===== config.mk =====
export PLATFORM = sky130hd
export DESIGN_NAME = spi_flash_id_reader_flat
export DESIGN_NICKNAME = d
export VERILOG_FILES = /design/src/rtl/spi_flash_id_reader_if.sv /design/src/rtl/spi_flash_id_reader.sv /design/src/flat_wrapper.sv
export SDC_FILE = /design/constraint.sdc
export NUM_CORES = 1
export LEC_CHECK = 0
export BUFFER_PORTS_ARGS = -buffer_cell sky130_fd_sc_hd__clkbuf_2
export CORE_MARGIN = 3
export CORE_UTILIZATION = 45
export DETAILED_ROUTE_END_ITERATION = 8
export GPL_TIMING_DRIVEN = 0
export SYNTH_ARGS = -nofsm -noshare
export SYNTH_HDL_FRONTEND = slang
export SYNTH_SLANG_ARGS = --single-unit

===== constraint.sdc =====
create_clock -name clk -period 2.2 [get_ports clk]
set_input_delay 0.44 -clock clk [delete_from_list [all_inputs] [get_ports clk]]
set_output_delay 0.44 -clock clk [all_outputs]
set_load 0.1 [all_outputs]

===== src/rtl/spi_flash_id_reader_if.sv =====
`default_nettype none
// ============================================================================
// Module      : spi_flash_id_reader_if
// Description : Bundles the request/status handshake, the three captured
//               JEDEC ID bytes and the four-wire SPI bus of the flash ID
//               reader.
//               master : view used by spi_flash_id_reader itself.
//               slave  : view used by the surrounding logic / flash side.
// Signals     : start           - read request (into reader)
//               busy            - read in progress
//               done            - one-cycle pulse, new ID bytes loaded
//               valid           - at least one read has completed
//               no_device       - valid and manufacture ID is 00 or FF
//               manufacture_id  - ID byte 1
//               memory_type     - ID byte 2
//               memory_capacity - ID byte 3
//               spi_cs_n        - flash chip select, active low
//               spi_sck         - SPI clock, mode 0
//               spi_mosi        - master data out
//               spi_miso        - flash data in
// Revision    : 1.0 - initial release
// ============================================================================
interface spi_flash_id_reader_if;
    logic       start;
    logic       busy;
    logic       done;
    logic       valid;
    logic       no_device;
    logic [7:0] manufacture_id;
    logic [7:0] memory_type;
    logic [7:0] memory_capacity;
    logic       spi_cs_n;
    logic       spi_sck;
    logic       spi_mosi;
    logic       spi_miso;

    modport master (
        input  start,
        input  spi_miso,
        output busy,
        output done,
        output valid,
        output no_device,
        output manufacture_id,
        output memory_type,
        output memory_capacity,
        output spi_cs_n,
        output spi_sck,
        output spi_mosi
    );

    modport slave (
        output start,
        output spi_miso,
        input  busy,
        input  done,
        input  valid,
        input  no_device,
        input  manufacture_id,
        input  memory_type,
        input  memory_capacity,
        input  spi_cs_n,
        input  spi_sck,
        input  spi_mosi
    );
endinterface
`default_nettype wire


===== src/rtl/spi_flash_id_reader.sv =====
`default_nettype none
// ============================================================================
// Module      : spi_flash_id_reader
// Description : SPI mode-0 master that sends the JEDEC Read-ID command and
//               captures the three returned ID bytes. Frame layout:
//               SETUP (CLK_DIV) -> 32 SCK bits (2*CLK_DIV each) ->
//               HOLD (CLK_DIV) -> DONE (1) -> RECOVER (CLK_DIV) -> IDLE.
// Parameters  : CLK_DIV  - clk cycles per SCK half-period (1..255)
//               CMD_RDID - command byte shifted out MSB first
// Ports       : clk   - system clock, rising edge
//               reset - synchronous reset, active low
//               bus   - spi_flash_id_reader_if.master (handshake, ID bytes,
//                       SPI pins)
// Revision    : 1.0 - initial release
// ============================================================================
module spi_flash_id_reader #(
    parameter int unsigned CLK_DIV  = 4,
    parameter logic [7:0]  CMD_RDID = 8'h9F
) (
    input  wire logic                     clk,
    input  wire logic                     reset,
    spi_flash_id_reader_if.master         bus
);

    // Half-period counter must reach CLK_DIV-1; keep at least one bit so
    // CLK_DIV=1 still gets a legal vector.
    localparam int unsigned    HC_W    = (CLK_DIV > 1) ? $clog2(CLK_DIV) : 1;
    localparam logic [HC_W-1:0] HC_LAST = HC_W'(CLK_DIV - 1);
    localparam logic [HC_W-1:0] HC_ONE  = HC_W'(1);

    typedef enum logic [2:0] {
        S_IDLE    = 3'd0,
        S_SETUP   = 3'd1,
        S_SHIFT   = 3'd2,
        S_HOLD    = 3'd3,
        S_DONE    = 3'd4,
        S_RECOVER = 3'd5
    } state_t;

    state_t            state_q, state_d;
    logic [HC_W-1:0]   hc_q, hc_d;
    logic [4:0]        bc_q, bc_d;
    logic              low_ph_q, low_ph_d;   // 0: SCK high phase, 1: low phase
    logic              mosi_q, mosi_d;
    logic [23:0]       shreg_q, shreg_d;
    logic [7:0]        mid_q, mid_d;
    logic [7:0]        mtype_q, mtype_d;
    logic [7:0]        mcap_q, mcap_d;
    logic              valid_q, valid_d;
    logic              nodev_q, nodev_d;

    logic              hc_last;
    logic [2:0]        cmd_idx;

    assign hc_last = (hc_q == HC_LAST);
    // Command bit driven after the high phase of bit bc is bit 6-bc; only
    // meaningful for bc 0..6, the mux below selects 0 otherwise.
    assign cmd_idx = 3'(5'd6 - bc_q);

    always_ff @(posedge clk) begin
        if (!reset) begin
            state_q  <= S_IDLE;
            hc_q     <= '0;
            bc_q     <= '0;
            low_ph_q <= 1'b0;
            mosi_q   <= 1'b0;
            shreg_q  <= '0;
            mid_q    <= '0;
            mtype_q  <= '0;
            mcap_q   <= '0;
            valid_q  <= 1'b0;
            nodev_q  <= 1'b0;
        end else begin
            state_q  <= state_d;
            hc_q     <= hc_d;
            bc_q     <= bc_d;
            low_ph_q <= low_ph_d;
            mosi_q   <= mosi_d;
            shreg_q  <= shreg_d;
            mid_q    <= mid_d;
            mtype_q  <= mtype_d;
            mcap_q   <= mcap_d;
            valid_q  <= valid_d;
            nodev_q  <= nodev_d;
        end
    end

    always_comb begin
        state_d  = state_q;
        hc_d     = hc_q;
        bc_d     = bc_q;
        low_ph_d = low_ph_q;
        mosi_d   = mosi_q;
        shreg_d  = shreg_q;
        mid_d    = mid_q;
        mtype_d  = mtype_q;
        mcap_d   = mcap_q;
        valid_d  = valid_q;
        nodev_d  = nodev_q;

        case (state_q)
            S_IDLE: begin
                hc_d   = '0;
                mosi_d = 1'b0;
                if (bus.start) begin
                    state_d = S_SETUP;
                    // First command bit must be stable before the first
                    // SCK rising edge.
                    mosi_d  = CMD_RDID[7];
                end
            end

            S_SETUP: begin
                if (hc_last) begin
                    state_d  = S_SHIFT;
                    hc_d     = '0;
                    bc_d     = '0;
                    low_ph_d = 1'b0;
                end else begin
                    hc_d = hc_q + HC_ONE;
                end
            end

            S_SHIFT: begin
                if (!hc_last) begin
                    hc_d = hc_q + HC_ONE;
                end else begin
                    hc_d = '0;
                    if (!low_ph_q) begin
                        // End of high phase: SCK falls, sample MISO and
                        // advance MOSI on the same edge.
                        low_ph_d = 1'b1;
                        if (bc_q >= 5'd8) begin
                            shreg_d = {shreg_q[22:0], bus.spi_miso};
                        end
                        mosi_d = (bc_q <= 5'd6) ? CMD_RDID[cmd_idx] : 1'b0;
                    end else begin
                        low_ph_d = 1'b0;
                        if (bc_q == 5'd31) begin
                            state_d = S_HOLD;
                        end else begin
                            bc_d = bc_q + 5'd1;
                        end
                    end
                end
            end

            S_HOLD: begin
                if (hc_last) begin
                    state_d = S_DONE;
                    hc_d    = '0;
                    // Bytes and flags become visible in the DONE cycle.
                    mid_d   = shreg_q[23:16];
                    mtype_d = shreg_q[15:8];
                    mcap_d  = shreg_q[7:0];
                    valid_d = 1'b1;
                    nodev_d = (shreg_q[23:16] == 8'h00) ||
                              (shreg_q[23:16] == 8'hFF);
                end else begin
                    hc_d = hc_q + HC_ONE;
                end
            end

            S_DONE: begin
                state_d = S_RECOVER;
                hc_d    = '0;
            end

            S_RECOVER: begin
                if (hc_last) begin
                    state_d = S_IDLE;
                    hc_d    = '0;
                end else begin
                    hc_d = hc_q + HC_ONE;
                end
            end

            default: begin
                state_d = S_IDLE;
                hc_d    = '0;
            end
        endcase
    end

    assign bus.busy            = (state_q != S_IDLE);
    assign bus.done            = (state_q == S_DONE);
    assign bus.valid           = valid_q;
    assign bus.no_device       = nodev_q;
    assign bus.manufacture_id  = mid_q;
    assign bus.memory_type     = mtype_q;
    assign bus.memory_capacity = mcap_q;
    assign bus.spi_cs_n        = !((state_q == S_SETUP) ||
                                   (state_q == S_SHIFT) ||
                                   (state_q == S_HOLD));
    assign bus.spi_sck         = (state_q == S_SHIFT) && !low_ph_q;
    assign bus.spi_mosi        = mosi_q;

endmodule
`default_nettype wire


===== src/flat_wrapper.sv =====
// flat-port wrapper written by rule: the top's interface ports become plain ports
module spi_flash_id_reader_flat 
#(
    parameter int unsigned CLK_DIV  = 4,
    parameter logic [7:0]  CMD_RDID = 8'h9F
)
  (clk, reset, bus_start, bus_spi_miso, bus_busy, bus_done, bus_valid, bus_no_device, bus_manufacture_id, bus_memory_type, bus_memory_capacity, bus_spi_cs_n, bus_spi_sck, bus_spi_mosi);
  spi_flash_id_reader_if bus_i ();
  input  wire logic clk;
  input  wire logic reset;
  input wire logic [$bits(bus_i.start)-1:0] bus_start;
  input wire logic [$bits(bus_i.spi_miso)-1:0] bus_spi_miso;
  output wire logic [$bits(bus_i.busy)-1:0] bus_busy;
  output wire logic [$bits(bus_i.done)-1:0] bus_done;
  output wire logic [$bits(bus_i.valid)-1:0] bus_valid;
  output wire logic [$bits(bus_i.no_device)-1:0] bus_no_device;
  output wire logic [$bits(bus_i.manufacture_id)-1:0] bus_manufacture_id;
  output wire logic [$bits(bus_i.memory_type)-1:0] bus_memory_type;
  output wire logic [$bits(bus_i.memory_capacity)-1:0] bus_memory_capacity;
  output wire logic [$bits(bus_i.spi_cs_n)-1:0] bus_spi_cs_n;
  output wire logic [$bits(bus_i.spi_sck)-1:0] bus_spi_sck;
  output wire logic [$bits(bus_i.spi_mosi)-1:0] bus_spi_mosi;
  assign bus_i.start = bus_start;
  assign bus_i.spi_miso = bus_spi_miso;
  assign bus_busy = bus_i.busy;
  assign bus_done = bus_i.done;
  assign bus_valid = bus_i.valid;
  assign bus_no_device = bus_i.no_device;
  assign bus_manufacture_id = bus_i.manufacture_id;
  assign bus_memory_type = bus_i.memory_type;
  assign bus_memory_capacity = bus_i.memory_capacity;
  assign bus_spi_cs_n = bus_i.spi_cs_n;
  assign bus_spi_sck = bus_i.spi_sck;
  assign bus_spi_mosi = bus_i.spi_mosi;
  spi_flash_id_reader #(.CLK_DIV(CLK_DIV), .CMD_RDID(CMD_RDID)) u_core (.clk(clk), .reset(reset), .bus(bus_i));
endmodule

==> results.md, run 1 <==
| Step | Metric | Value |
| --- | --- | --- |
| run status | Result of the run | finished clean |
| placement | Placed cells | 382 |
| cts | H-tree levels | 3 |
| power | Max IR drop VDD | 0.000368 V |
| floorplan | Total die area | 6690 um2 |
| route | Post-DR vias/cell | 5.03 |
| layout | Layout cell share with drive strength beyond 1 | 0.216 |
| timing | Slew Limit Fails | 0 |
| logic synthesis | Fraction of synthesis flops using an asynchronous set or reset pin | 0 |
| setup path | Critical path endpoint category | output port |
| floorplan | Num rows | 26 |
| global routing | Via count of the first global-routing pass | 2,008 |
| cts | Post-CTS clock slew at the launch and capture registers of the worst setup and hold paths | 70 ps |
| route | Number of DRC violations after detailed-routing iteration 0 | 50 |
| logic synthesis | Flip-flop and latch count after synthesis | 62 |
| setup path | Capture point of the worst reg-to-reg path | u_core.bc_q[3] |
| route | DR DRC count | 0 |
| layout | P&R area growth vs syn | 17.5% |
| logic synthesis | Area share of the largest cell type after synthesis | 0.480 |
| cts | Clock network latency to the later pin of the worst-skew pair | 330 ps |
| setup path | Type of the worst setup path | flip-flop to output port |
| worst hold path | Hold path cells | 3 |
| setup path | WP data arrival | 1660 ps |
| logic synthesis | Library cells used by synthesis | 42 |
| floorplan | Floorplan core area | 5340 um2 |
| setup path | Combined buffer and inverter count along the critical path | 2 |
| layout | Post-route standard cell area excluding fillers | 3040 um2 |
| setup path | Startpoint Class | flip-flop |
| global routing | GR Overflow Total | 0 |
| setup path | Worst-path cell with the longest stage delay | sky130_fd_sc_hd__or3b_2 |
| placement | Cell area after placement | 2850 um2 |
| cts | Postcts setup bufs | 0 |
| placement | Detailed Place HPWL | 3840 um |
| timing | Timing-limited maximum frequency | 0.476 GHz |
| global routing | Overall Global Routing Usage | 0.184 |
| logic synthesis | Average size of a mapped cell | 9.29 um2 |
| layout | Filler Cells Inserted | 513 |
| layout | Fin nets | 331 |
| timing | Largest clock skew in the final design | 8.77 ps |
| logic synthesis | Leading cell types by total area after synthesis | sky130_fd_sc_hd__dfxtp_1, sky130_fd_sc_hd__nand2_1, sky130_fd_sc_hd__mux2i_1 |
| logic synthesis | Sequential fraction of the synthesis area | 0.480 |
| cts | Resize count post-CTS | 2 |
| timing | Setup Viol. Count Final | 0 |
| cts | Maximum number of buffers from clock root to sink | 2 |
| setup path | Register-to-register setup slack | 320 ps |
| worst hold path | Class of the tightest hold or removal check | input port to flip-flop |
| timing | Final hold violation count | 0 |
| setup path | Chain of cells forming the critical path | buf_2, or3b_2, nor2_2, clkbuf_8 |
| floorplan | Count of pins on the block boundary | 35 |
| timing | Final period utilization | 0.955 |
| power | PwrDens | 691 nW/um2 |
| logic synthesis | Cell taking the most area after synthesis | sky130_fd_sc_hd__dfxtp_1 |
| logic synthesis | Most frequently used flop master after synthesis | sky130_fd_sc_hd__dfxtp_1 |
| placement | # port buffers | 34 |
| route | Detail Route Antenna Nets | 0 |
| floorplan | Die width | 81.8 um |
| floorplan | Die extent in y | 81.8 um |
| setup path | Beginning of the worst register-to-register path | u_core.bc_q[1] |
| timing | Worst rel slew slack | 0.640 |
| logic synthesis | Post-synth net total | 286 |
| logic synthesis | Number of standard cells after synthesis | 278 |
| timing | Final Critical Period | 2100 ps |
| setup path | CP required | 1760 ps |
| cts | Cell at the root of the clock tree | sky130_fd_sc_hd__clkbuf_8 |
| worst hold path | Hold path start | bus_spi_miso |
| layout | Number of non-filler instances in the completed layout | 398 |
| setup path | Largest driver fanout on the critical path | 10 |
| route | Wirelength, routed | 5350 um |
| route | WL/cell | 13.4 um |
| logic synthesis | Cell area after synthesis | 2580 um2 |
| cts | Number of CTS-inserted buffers | 9 |
| placement | Global placer's final weighted congestion | 0.770 |
| global routing | First-pass GRT wire length | 9230 um |
| setup path | Cell family with the largest share of critical-path delay | simple AND/OR/NAND/NOR gates |
| floorplan | Starting density of the core | 0.484 |
| power | Leakage Power | 1.11 nW |
| cts | Hold buffer count at cts | 0 |
| route | Routed vias | 2,001 |
| setup path | Reg2reg path depth | 6 |
| timing | Measured slew at the worst slew-check pin | 542 ps |
| route | Detailed-routing iteration count for the pre-antenna-repair pass | 4 |
| setup path | Worst path max stage delay | 490 ps |
| job | Reported max-cap violation count | 0 |
| logic synthesis | Synthesis warning total | 0 |
| worst hold path | End point of the most critical hold path | u_core.shreg_q[0] |
| cts | Clock tree from TritonCTS | yes |
| global routing | Pin count of the biggest net entering global routing | 12 |
| cts | CTS Sinks | 62 |
| logic synthesis | EDFF count, synth | 0 |
| timing | Unrepaired setup endpoints after global routing | false |
| layout | ANT cells | 0 |
| global routing | Initial antenna violation count | 0 |
==> registers in the layout (all words and copies together), names as in the netlist, 2 cells and up <==
name,flops
u_core.shreg_q,24
u_core.bus.memory_type,8
u_core.bus.manufacture_id,8
u_core.hc_q,2
u_core.bus.memory_capacity,8
u_core.state_q,3
u_core.bc_q,5
==> layout make-up <==
class                           instances  area, um2  area share
Sequential cell                        62       1240       0.409
Multi-Input combinational cell        192       1230       0.405
Timing Repair Buffer                   34        179      0.0589
Clock buffer                           11        141      0.0466
Buffer                                 20        108      0.0354
Tap cell                               70       87.6      0.0288
Clock inverter                          5       35.0      0.0115
Inverter                                4       15.0     0.00494
==> worst register-to-register path: stages (launching register included) <==
cell and delay (ps):
sky130_fd_sc_hd__dfxtp_1 350, sky130_fd_sc_hd__ha_1 220, sky130_fd_sc_hd__and3_1 190, sky130_fd_sc_hd__ha_1 230
sky130_fd_sc_hd__nor4bb_1 340, sky130_fd_sc_hd__o21a_1 280, sky130_fd_sc_hd__o221ai_1 150
==> layout by cell type, fill, tap and decap left out, types with 2 or more instances in the layout <==
master / netlist / routed
sky130_fd_sc_hd__nand2_1: 80 / 80
sky130_fd_sc_hd__dfxtp_1: 62 / 62
sky130_fd_sc_hd__clkbuf_2: 0 / 33
sky130_fd_sc_hd__a21boi_0: 26 / 26
sky130_fd_sc_hd__mux2i_1: 26 / 26
sky130_fd_sc_hd__clkbuf_8: 0 / 11
sky130_fd_sc_hd__clkbuf_1: 8 / 9
sky130_fd_sc_hd__buf_2: 9 / 8
sky130_fd_sc_hd__o21ai_0: 6 / 5
sky130_fd_sc_hd__inv_1: 4 / 4
sky130_fd_sc_hd__a21oi_1: 4 / 4
sky130_fd_sc_hd__ha_1: 4 / 4
sky130_fd_sc_hd__or3b_2: 3 / 3
sky130_fd_sc_hd__nor4bb_1: 3 / 3
sky130_fd_sc_hd__o21a_1: 3 / 3
sky130_fd_sc_hd__nand3_1: 3 / 3
sky130_fd_sc_hd__nand4_1: 3 / 3
sky130_fd_sc_hd__and3_1: 2 / 2
sky130_fd_sc_hd__nor2b_1: 2 / 2
sky130_fd_sc_hd__buf_6: 2 / 2
sky130_fd_sc_hd__nand2b_1: 2 / 2
sky130_fd_sc_hd__or2_2: 2 / 2
sky130_fd_sc_hd__nor4_1: 2 / 2
sky130_fd_sc_hd__clkinv_4: 0 / 2
sky130_fd_sc_hd__clkinv_2: 0 / 2
==> where the power goes <==
group          internal, mW  total [mW]  leakage [nW]  switching, mW
clock network         0.439       0.880        0.0893          0.441
registers              1.13        1.13         0.500        0.00367
logic                0.0226      0.0886         0.519         0.0660
total                  1.59        2.10          1.11          0.511
==> synthesized netlist by cell type, types with 2 or more instances <==
cell type / count
sky130_fd_sc_hd__nand2_1: 80
sky130_fd_sc_hd__dfxtp_1: 62
sky130_fd_sc_hd__a21boi_0: 26
sky130_fd_sc_hd__mux2i_1: 26
sky130_fd_sc_hd__buf_2: 9
sky130_fd_sc_hd__clkbuf_1: 8
sky130_fd_sc_hd__o21ai_0: 6
sky130_fd_sc_hd__a21oi_1: 4
sky130_fd_sc_hd__ha_1: 4
sky130_fd_sc_hd__inv_1: 4
sky130_fd_sc_hd__nand3_1: 3
sky130_fd_sc_hd__nand4_1: 3
sky130_fd_sc_hd__nor4bb_1: 3
sky130_fd_sc_hd__o21a_1: 3
sky130_fd_sc_hd__or3b_2: 3
sky130_fd_sc_hd__and3_1: 2
sky130_fd_sc_hd__buf_6: 2
sky130_fd_sc_hd__nand2b_1: 2
sky130_fd_sc_hd__nor2_1: 2
sky130_fd_sc_hd__nor2b_1: 2
sky130_fd_sc_hd__nor4_1: 2
sky130_fd_sc_hd__or2_2: 2
==> cell families after synthesis <==
kind of cell,share of synthesized area
adders and majority gates,0.0194
buffers and inverters,0.0465
DFF,0.480
xor gates and xnor gates,0.00339
and+or+nand+nor,0.224
AOI/OAI and AO/OA,0.126
muxes,0.101
==> worst max-delay path by stage <==
stage | end | from | depth (start not counted)
finish | bus_spi_sck | u_core.state_q[2] | 4
global route | bus_spi_sck | u_core.state_q[1] | 4
CTS | bus_spi_sck | u_core.state_q[1] | 4
detailed placement | bus_spi_sck | u_core.state_q[1] | 4
global placement | bus_spi_sck | u_core.state_q[2] | 4
floorplan | bus_spi_cs_n | u_core.state_q[1] | 3
==> routing by layer <==
layer | share of wire | track usage
met5 | 0 | 0
met4 | 0.018 | 0.106
met3 | 0.030 | 0.0395
met2 | 0.44 | 0.284
met1 | 0.51 | 0.237
==> through the flow <==
step                setup slack (ps)  hold slack, ps   util  setup TNS, ps  total power, mW
floorplan                       -194             407      -           -220             1.22
global placement                 253             421  0.534              0             1.24
detailed placement               231             423  0.534              0             1.24
CTS                             54.6             332  0.569              0             2.13
global route                    4.66             356  0.569              0             2.19
finish                          98.6             347  0.569              0             2.10
Power figures use the tool's default switching activity.
==> inputs of run 2 (changes only) <==
ABC_AREA = 1   (was default)
CELL_PAD_IN_SITES_DETAIL_PLACEMENT = 1   (was default)
CELL_PAD_IN_SITES_GLOBAL_PLACEMENT = 1   (was default)
CORE_UTILIZATION = 41   (was 45)
HOLD_SLACK_MARGIN = 0.05   (was default)
PLACE_DENSITY_LB_ADDON = 0.1   (was default)
==> run 2 against run 1 <==
Final area decreased by 3.1%. Flip-flop and latch count did not move. Global-route usage grew 1.3 points. Worst setup slack gained 51 ps. Sequential share of layout area grew 1.4 points. Combinational power grew to 8.2 times the previous value. Die area is 3.6% higher. Core utilization is 4.8 points lower. Clock power up 32%. Clock skew decreased by 2.4 ps. First-iteration DRC count up 6.0%. Register-to-register slack gained 70 ps. Critical path type unchanged. Largest cell class unchanged.
==> results.md, run 2 <==
| Step | Metric | Value |
| --- | --- | --- |
| logic synthesis | EDFF count, synth | 0 |
| timing | Slew Limit Fails | 0 |
| worst hold path | Class of the tightest hold or removal check | input port to flip-flop |
| logic synthesis | Number of standard cells after synthesis | 306 |
| run status | Result of the run | finished clean |
| global routing | Initial antenna violation count | 0 |
| route | Detail Route Antenna Nets | 0 |
| timing | Largest clock skew in the final design | 6.42 ps |
| setup path | WP data arrival | 1610 ps |
| cts | Post-CTS clock slew at the launch and capture registers of the worst setup and hold paths | 60 ps |
| power | Net switching fraction of the power | 0.343 |
| placement | # port buffers | 33 |
| floorplan | Total die area | 6930 um2 |
| cts | Maximum number of buffers from clock root to sink | 2 |
| cts | Clock tree from TritonCTS | yes |
| timing | Unrepaired setup endpoints after global routing | false |
| cts | H-tree levels | 3 |
| cts | Clock network latency to the later pin of the worst-skew pair | 340 ps |
| layout | Most common cell after layout, fill and taps aside | sky130_fd_sc_hd__dfxtp_1 |
| logic synthesis | Sequential fraction of the synthesis area | 0.507 |
| global routing | First-pass GRT wire length | 11,100 um |
| layout | Leading cell types in the layout, fill and taps excluded | sky130_fd_sc_hd__dfxtp_1, sky130_fd_sc_hd__a21oi_1, sky130_fd_sc_hd__o21ai_0 |
| logic synthesis | Most frequently used flop master after synthesis | sky130_fd_sc_hd__dfxtp_1 |
| power | Combinational cell fraction of total power | 0.235 |
| route | Post-DR vias/cell | 5.16 |
| logic synthesis | Average size of a mapped cell | 7.99 um2 |
| floorplan | Floorplan core area | 5640 um2 |
| global routing | Via count of the first global-routing pass | 2,316 |
| route | Routed vias | 2,202 |
| logic synthesis | Post-synth net total | 314 |
| setup path | Startpoint Class | flip-flop |
| layout | Fin nets | 358 |
| layout | P&R area growth vs syn | 20.3% |
| logic synthesis | Cell with the most instances after synthesis | sky130_fd_sc_hd__dfxtp_1 |
| logic synthesis | Synthesis warning total | 0 |
| placement | Global placer's final weighted congestion | 0.775 |
| power | Internal Pwr Total | 2.04 mW |
| logic synthesis | Leading cell types by total area after synthesis | sky130_fd_sc_hd__dfxtp_1, sky130_fd_sc_hd__a21oi_1, sky130_fd_sc_hd__o21ai_0 |
| timing | Final setup TNS | 0 ps |
| power | Fraction of power consumed by the clock network | 0.375 |
| global routing | Overall Global Routing Usage | 0.197 |
| global routing | Pin count of the biggest net entering global routing | 11 |
| cts | Cell at the root of the clock tree | sky130_fd_sc_hd__clkbuf_8 |
| power | Max IR drop VDD | 0.000848 V |
| logic synthesis | Top cells by instance count after synthesis | sky130_fd_sc_hd__dfxtp_1, sky130_fd_sc_hd__a21oi_1, sky130_fd_sc_hd__o21ai_0 |
| floorplan | Starting density of the core | 0.434 |
| power | PwrDens | 1050 nW/um2 |
| setup path | CP required | 1760 ps |
| logic synthesis | Cell taking the most area after synthesis | sky130_fd_sc_hd__dfxtp_1 |
| layout | Final core area utilization | 0.521 |
| floorplan | Die width | 83.2 um |
| floorplan | Count of pins on the block boundary | 35 |
| layout | Layout cell share with drive strength beyond 1 | 0.203 |
| global routing | GR Overflow Total | 0 |
| placement | Detailed Place HPWL | 4510 um |
| cts | Number of CTS-inserted buffers | 9 |
| cts | Hold buffer count at cts | 0 |
| logic synthesis | Area share of the largest cell type after synthesis | 0.507 |
| timing | Final hold violation count | 0 |
| timing | Measured slew at the worst slew-check pin | 592 ps |
| cts | CTS Sinks | 62 |
| power | Fraction of power consumed by sequential logic | 0.390 |
| job | Reported max-cap violation count | 0 |
| route | Number of DRC violations after detailed-routing iteration 0 | 53 |
| route | Detailed-routing iteration count for the pre-antenna-repair pass | 4 |
| logic synthesis | Cell area after synthesis | 2450 um2 |
| layout | Number of flip-flops under the largest register name | 24 |
| timing | Setup Viol. Count Final | 0 |
| route | WL/cell | 14.9 um |
| layout | Most flops, register | u_core.shreg_q |
| logic synthesis | Fraction of synthesis flops using an asynchronous set or reset pin | 0 |
| timing | Final Critical Period | 2050 ps |
| logic synthesis | Library cells used by synthesis | 24 |
| timing | Worst rel slew slack | 0.605 |
| floorplan | Num rows | 27 |
| timing | Timing-limited maximum frequency | 0.488 GHz |
| setup path | Largest driver fanout on the critical path | 9 |
| power | Leakage Power | 1.21 nW |
| timing | Final period utilization | 0.932 |
| logic synthesis | Flip-flop and latch count after synthesis | 62 |
| route | Wirelength, routed | 6350 um |
| layout | ANT cells | 0 |
| power | Switching power summed over all nets | 1.06 mW |
| route | DR DRC count | 0 |
| setup path | Critical path endpoint category | output port |
| floorplan | Die extent in y | 83.2 um |
| setup path | Type of the worst setup path | flip-flop to output port |
run 2: final timing paths:
| kind | start | cells past startpoint | end | slack (ps) |
|---|---|---|---|---|
| max reg2reg | u_core.bc_q[1] | 9 | u_core.state_q[2] | 390 |
| min reg2reg | u_core.hc_q[0] | 1 | u_core.hc_q[0] | 440 |
| min | bus_spi_miso | 3 | u_core.shreg_q[0] | 390 |
| max | u_core.state_q[2] | 6 | bus_spi_sck | 150 |
run 2: area by class of cell:
cell class                 count  area, um2
fill                         715       2700
sequential                    62       1240
multi-input combinational    189        973
clock buffer                  13        169
timing repair buffer          33        168
inverter                      39        146
tap                           72       90.1
buffer                        16       87.6
clock inverter                 3       65.1
run 2: per-stage QoR:
| step | cells | area (um2) | total power [mW] | setup slack (ps) | hold slack [ps] |
|---|---|---|---|---|---|
| 2_1_floorplan | 306 | 2450 | 1.83 | 402 | 399 |
| 3_3_place_gp | 411 | 2700 | 1.94 | 336 | 414 |
| 3_5_place_dp | 411 | 2700 | 1.96 | 309 | 435 |
| 4_1_cts | 427 | 2940 | 3.12 | 63.2 | 382 |
| 5_1_grt | 427 | 2940 | 3.25 | 1.20 | 406 |
| 6_report | 427 | 2940 | 3.10 | 150 | 387 |
run 2: per-layer routing:
layer  GRT usage  vias to the layer above  wire (um)
met5           0                        -          0
met4      0.0817                        0        110
met1       0.241                     1045       2880
met3      0.0506                       12        260
li1            -                     1109          -
met2       0.329                       36       3100
run 2: critical path, cell delays in order (launching register included):
cell                      delay [ps]
sky130_fd_sc_hd__dfxtp_1         330
sky130_fd_sc_hd__inv_2           150
sky130_fd_sc_hd__nand2_2         100
sky130_fd_sc_hd__nor2_4          210
sky130_fd_sc_hd__nand2_1         100
sky130_fd_sc_hd__inv_1            90
sky130_fd_sc_hd__buf_4           290
run 2: cells by family (layout without fill, tap and decap cells):
group / count (synthesis) / count (layout) / share of synthesized area
fa+ha+maj: 4 / 4 / 0.0205
compound gates: 116 / 116 / 0.247
flops: 62 / 62 / 0.507
simple gates: 69 / 69 / 0.130
buf+inv: 55 / 104 / 0.0957
run 2: power groups by stage:
stage | clock, mW | sequential (mW) | combinational [mW]
floorplan | 0 | 1.28 | 0.558
global placement | 0 | 1.23 | 0.716
detailed placement | 0 | 1.23 | 0.732
CTS | 1.18 | 1.21 | 0.737
global route | 1.24 | 1.22 | 0.794
finish | 1.16 | 1.21 | 0.730
run 2: repair_timing:
item	CTS	global route
gates resized for setup	1	2
cloned	0	0
setup buffers	0	0
endpoints found under the setup margin	1	1
==> inputs of run 3 (changes only) <==
BUFFER_PORTS_ARGS = default   (was -buffer_cell sky130_fd_sc_hd__clkbuf_2)
CORE_UTILIZATION = 45   (was 41)
DONT_BUFFER_PORTS = 1   (was default)
PLACE_DENSITY = 0.86   (was default)
PLACE_DENSITY_LB_ADDON = default   (was 0.1)
==> run 3 against run 2 <==
Register-to-register slack got worse by 70 ps. Core utilization increased by 1.4 points. Critical endpoint is now bus_busy. Sequential power increased by 4%. Flip-flop and latch count unchanged. Clock skew increased by 3.8 ps. Cell count decreased by 8.0%. Clock power decreased by 8%. Combinational power decreased by 10%.
==> results.md, run 3 (synthesized netlist as in run 2, its figures left out) <==
| Step | Metric | Value |
| --- | --- | --- |
| global routing | Met2 Track Usage GR | 0.373 |
| timing | Worst rel slew slack | 0.331 |
| layout | Number of non-filler instances in the completed layout | 393 |
| route | WL/cell | 15.8 um |
| cts | Clock tree from TritonCTS | yes |
| route | Number of DRC violations after detailed-routing iteration 0 | 70 |
| layout | Fin nets | 326 |
| floorplan | Floorplan core area | 5170 um2 |
| setup path | Reg2reg path depth | 6 |
| layout | Layout cell share with drive strength beyond 1 | 0.124 |
| layout | P&R area growth vs syn | 13.2% |
| timing | Setup Viol. Count Final | 0 |
| setup path | Worst path max stage delay | 690 ps |
| route | Wirelength, routed | 6220 um |
| cts | Cell at the root of the clock tree | sky130_fd_sc_hd__clkbuf_8 |
| power | Net switching fraction of the power | 0.355 |
| setup path | Chain of cells forming the critical path | nor2_1, nand2_1 |
| setup path | Largest driver fanout on the critical path | 7 |
| route | DR DRC count | 0 |
| layout | Most common cell after layout, fill and taps aside | sky130_fd_sc_hd__dfxtp_1 |
| route | Detailed-routing iteration count for the pre-antenna-repair pass | 4 |
| global routing | Most crowded layer after global routing | met2 |
| worst hold path | Hold path start | bus_spi_miso |
| route | Routed vias | 2,084 |
| route | Detail Route Antenna Nets | 0 |
| global routing | Overall Global Routing Usage | 0.213 |
| route | Post-DR vias/cell | 5.30 |
| setup path | Startpoint Class | flip-flop |
| timing | Final hold violation count | 0 |
| global routing | First-pass GRT wire length | 10,400 um |
| cts | Clock network latency to the later pin of the worst-skew pair | 340 ps |
| global routing | Via count of the first global-routing pass | 2,207 |
| global routing | GR Overflow Total | 0 |
| setup path | Register-to-register setup slack | 320 ps |
| floorplan | Count of pins on the block boundary | 35 |
| layout | Leading cell types in the layout, fill and taps excluded | sky130_fd_sc_hd__dfxtp_1, sky130_fd_sc_hd__a21oi_1, sky130_fd_sc_hd__o21ai_0 |
| layout | Number of flip-flops under the largest register name | 24 |
| setup path | WP data arrival | 1590 ps |
| cts | Hold buffer count at cts | 0 |
| timing | Measured slew at the worst slew-check pin | 1000 ps |
| timing | Final period utilization | 0.925 |
| setup path | CP required | 1760 ps |
| placement | Placed cells | 376 |
| cts | CTS Sinks | 62 |
| setup path | Type of the worst setup path | flip-flop to output port |
| layout | Filler Cells Inserted | 656 |
| power | Max IR drop VDD | 0.000579 V |
| power | Leakage Power | 1.03 nW |
| setup path | Beginning of the worst register-to-register path | u_core.state_q[0] |
| cts | H-tree levels | 3 |
| layout | Most flops, register | u_core.shreg_q |
| worst hold path | Hold path cells | 2 |
| cts | Maximum number of buffers from clock root to sink | 2 |
| cts | Number of CTS-inserted buffers | 9 |
| power | Combinational cell fraction of total power | 0.219 |
| power | Switching power summed over all nets | 1.06 mW |
| power | Fraction of power consumed by the clock network | 0.358 |
| job | Reported max-cap violation count | 0 |
| floorplan | Num rows | 26 |
| floorplan | Total die area | 6360 um2 |
| global routing | Initial antenna violation count | 0 |
| timing | Slew Limit Fails | 0 |
| timing | Unrepaired setup endpoints after global routing | false |
| placement | # port buffers | 0 |
| power | Fraction of power consumed by sequential logic | 0.422 |
| setup path | Critical path endpoint category | output port |
| power | Internal Pwr Total | 1.93 mW |
| worst hold path | End point of the most critical hold path | u_core.shreg_q[0] |
| global routing | Met3 Resource Use GR | 0.0756 |
| timing | Final setup TNS | 0 ps |
| placement | Detailed Place HPWL | 4250 um |
| run status | Result of the run | finished clean |
| timing | Largest clock skew in the final design | 10.2 ps |
| global routing | Pin count of the biggest net entering global routing | 12 |
| floorplan | Die width | 79.7 um |
| timing | Timing-limited maximum frequency | 0.491 GHz |
| timing | Final Critical Period | 2030 ps |
| floorplan | Starting density of the core | 0.473 |
| timing | Hold slack | 312 ps |
| setup path | Worst-path cell with the longest stage delay | sky130_fd_sc_hd__nand2_1 |
| setup path | Capture point of the worst reg-to-reg path | u_core.bus.spi_mosi |
| placement | Global placer's final weighted congestion | 0.798 |
| floorplan | Die extent in y | 79.7 um |
| global routing | Met1 track demand over resource | 0.237 |
| worst hold path | Class of the tightest hold or removal check | input port to flip-flop |
| power | PwrDens | 1080 nW/um2 |
| layout | ANT cells | 0 |
| cts | Post-CTS clock slew at the launch and capture registers of the worst setup and hold paths | 70 ps |
run 3: cell count changes in the layout (fill, tap and decap cells not counted), sizes merged:
cell,delta
clkbuf,-34
clkinvlp,+3
inv,-1
run 3: power by group through the flow:
stage               sequential [mW]  combinational [mW]  clock [mW]
finish                         1.26               0.656        1.07
global placement               1.28               0.613           0
floorplan                      1.28               0.558           0
CTS                            1.26               0.645        1.09
global route                   1.27               0.720        1.15
detailed placement             1.29               0.631           0
run 3: worst max-delay path by stage:
stage	startpoint	endpoint
global route	u_core.state_q[1]	bus_busy
CTS	u_core.state_q[0]	bus_spi_cs_n
floorplan	u_core.state_q[0]	bus_done
detailed placement	u_core.state_q[1]	bus_spi_sck
finish	u_core.state_q[1]	bus_busy
global placement	u_core.state_q[1]	bus_spi_sck
run 3: layout make-up:
type | instances | area, um2 | area share
buffer | 16 | 87.6 | 0.0316
tap | 70 | 87.6 | 0.0316
inverter | 39 | 150 | 0.0542
clock inverter | 5 | 83.8 | 0.0303
sequential | 62 | 1240 | 0.448
clock buffer | 11 | 131 | 0.0474
timing repair buffer | 1 | 7.51 | 0.00271
multi-input combinational | 189 | 981 | 0.354
run 3: per-stage QoR:
stage | power (mW) | utilization | area, um2 | setup slack (ps)
finish | 2.99 | 0.536 | 2770 | 165
global route | 3.14 | 0.536 | 2770 | 66.1
CTS | 3.00 | 0.534 | 2760 | 41.9
detailed placement | 1.92 | 0.490 | 2540 | 239
global placement | 1.90 | 0.490 | 2540 | 263
floorplan | 1.83 | - | 2450 | 402
run 3: critical path: cells and delay by family (launching register included):
family / cells / cell delay, ps
AND/OR/NAND/NOR: 2 / 780
flip-flops: 1 / 470
run 3: per-layer routing:
layer | up-vias | part of all wire
met5 | - | 0
met1 | 993 | 0.42
met4 | 0 | 0.015
met3 | 11 | 0.051
li1 | 1039 | -
met2 | 41 | 0.51
run 3: what timing repair did:
action,CTS,global route
pin swaps,0,1
setup buffers,0,1
setup endpoints to repair,2,2
endpoints found under the hold margin,0,0
cloned,0,0
gates resized for setup,2,1
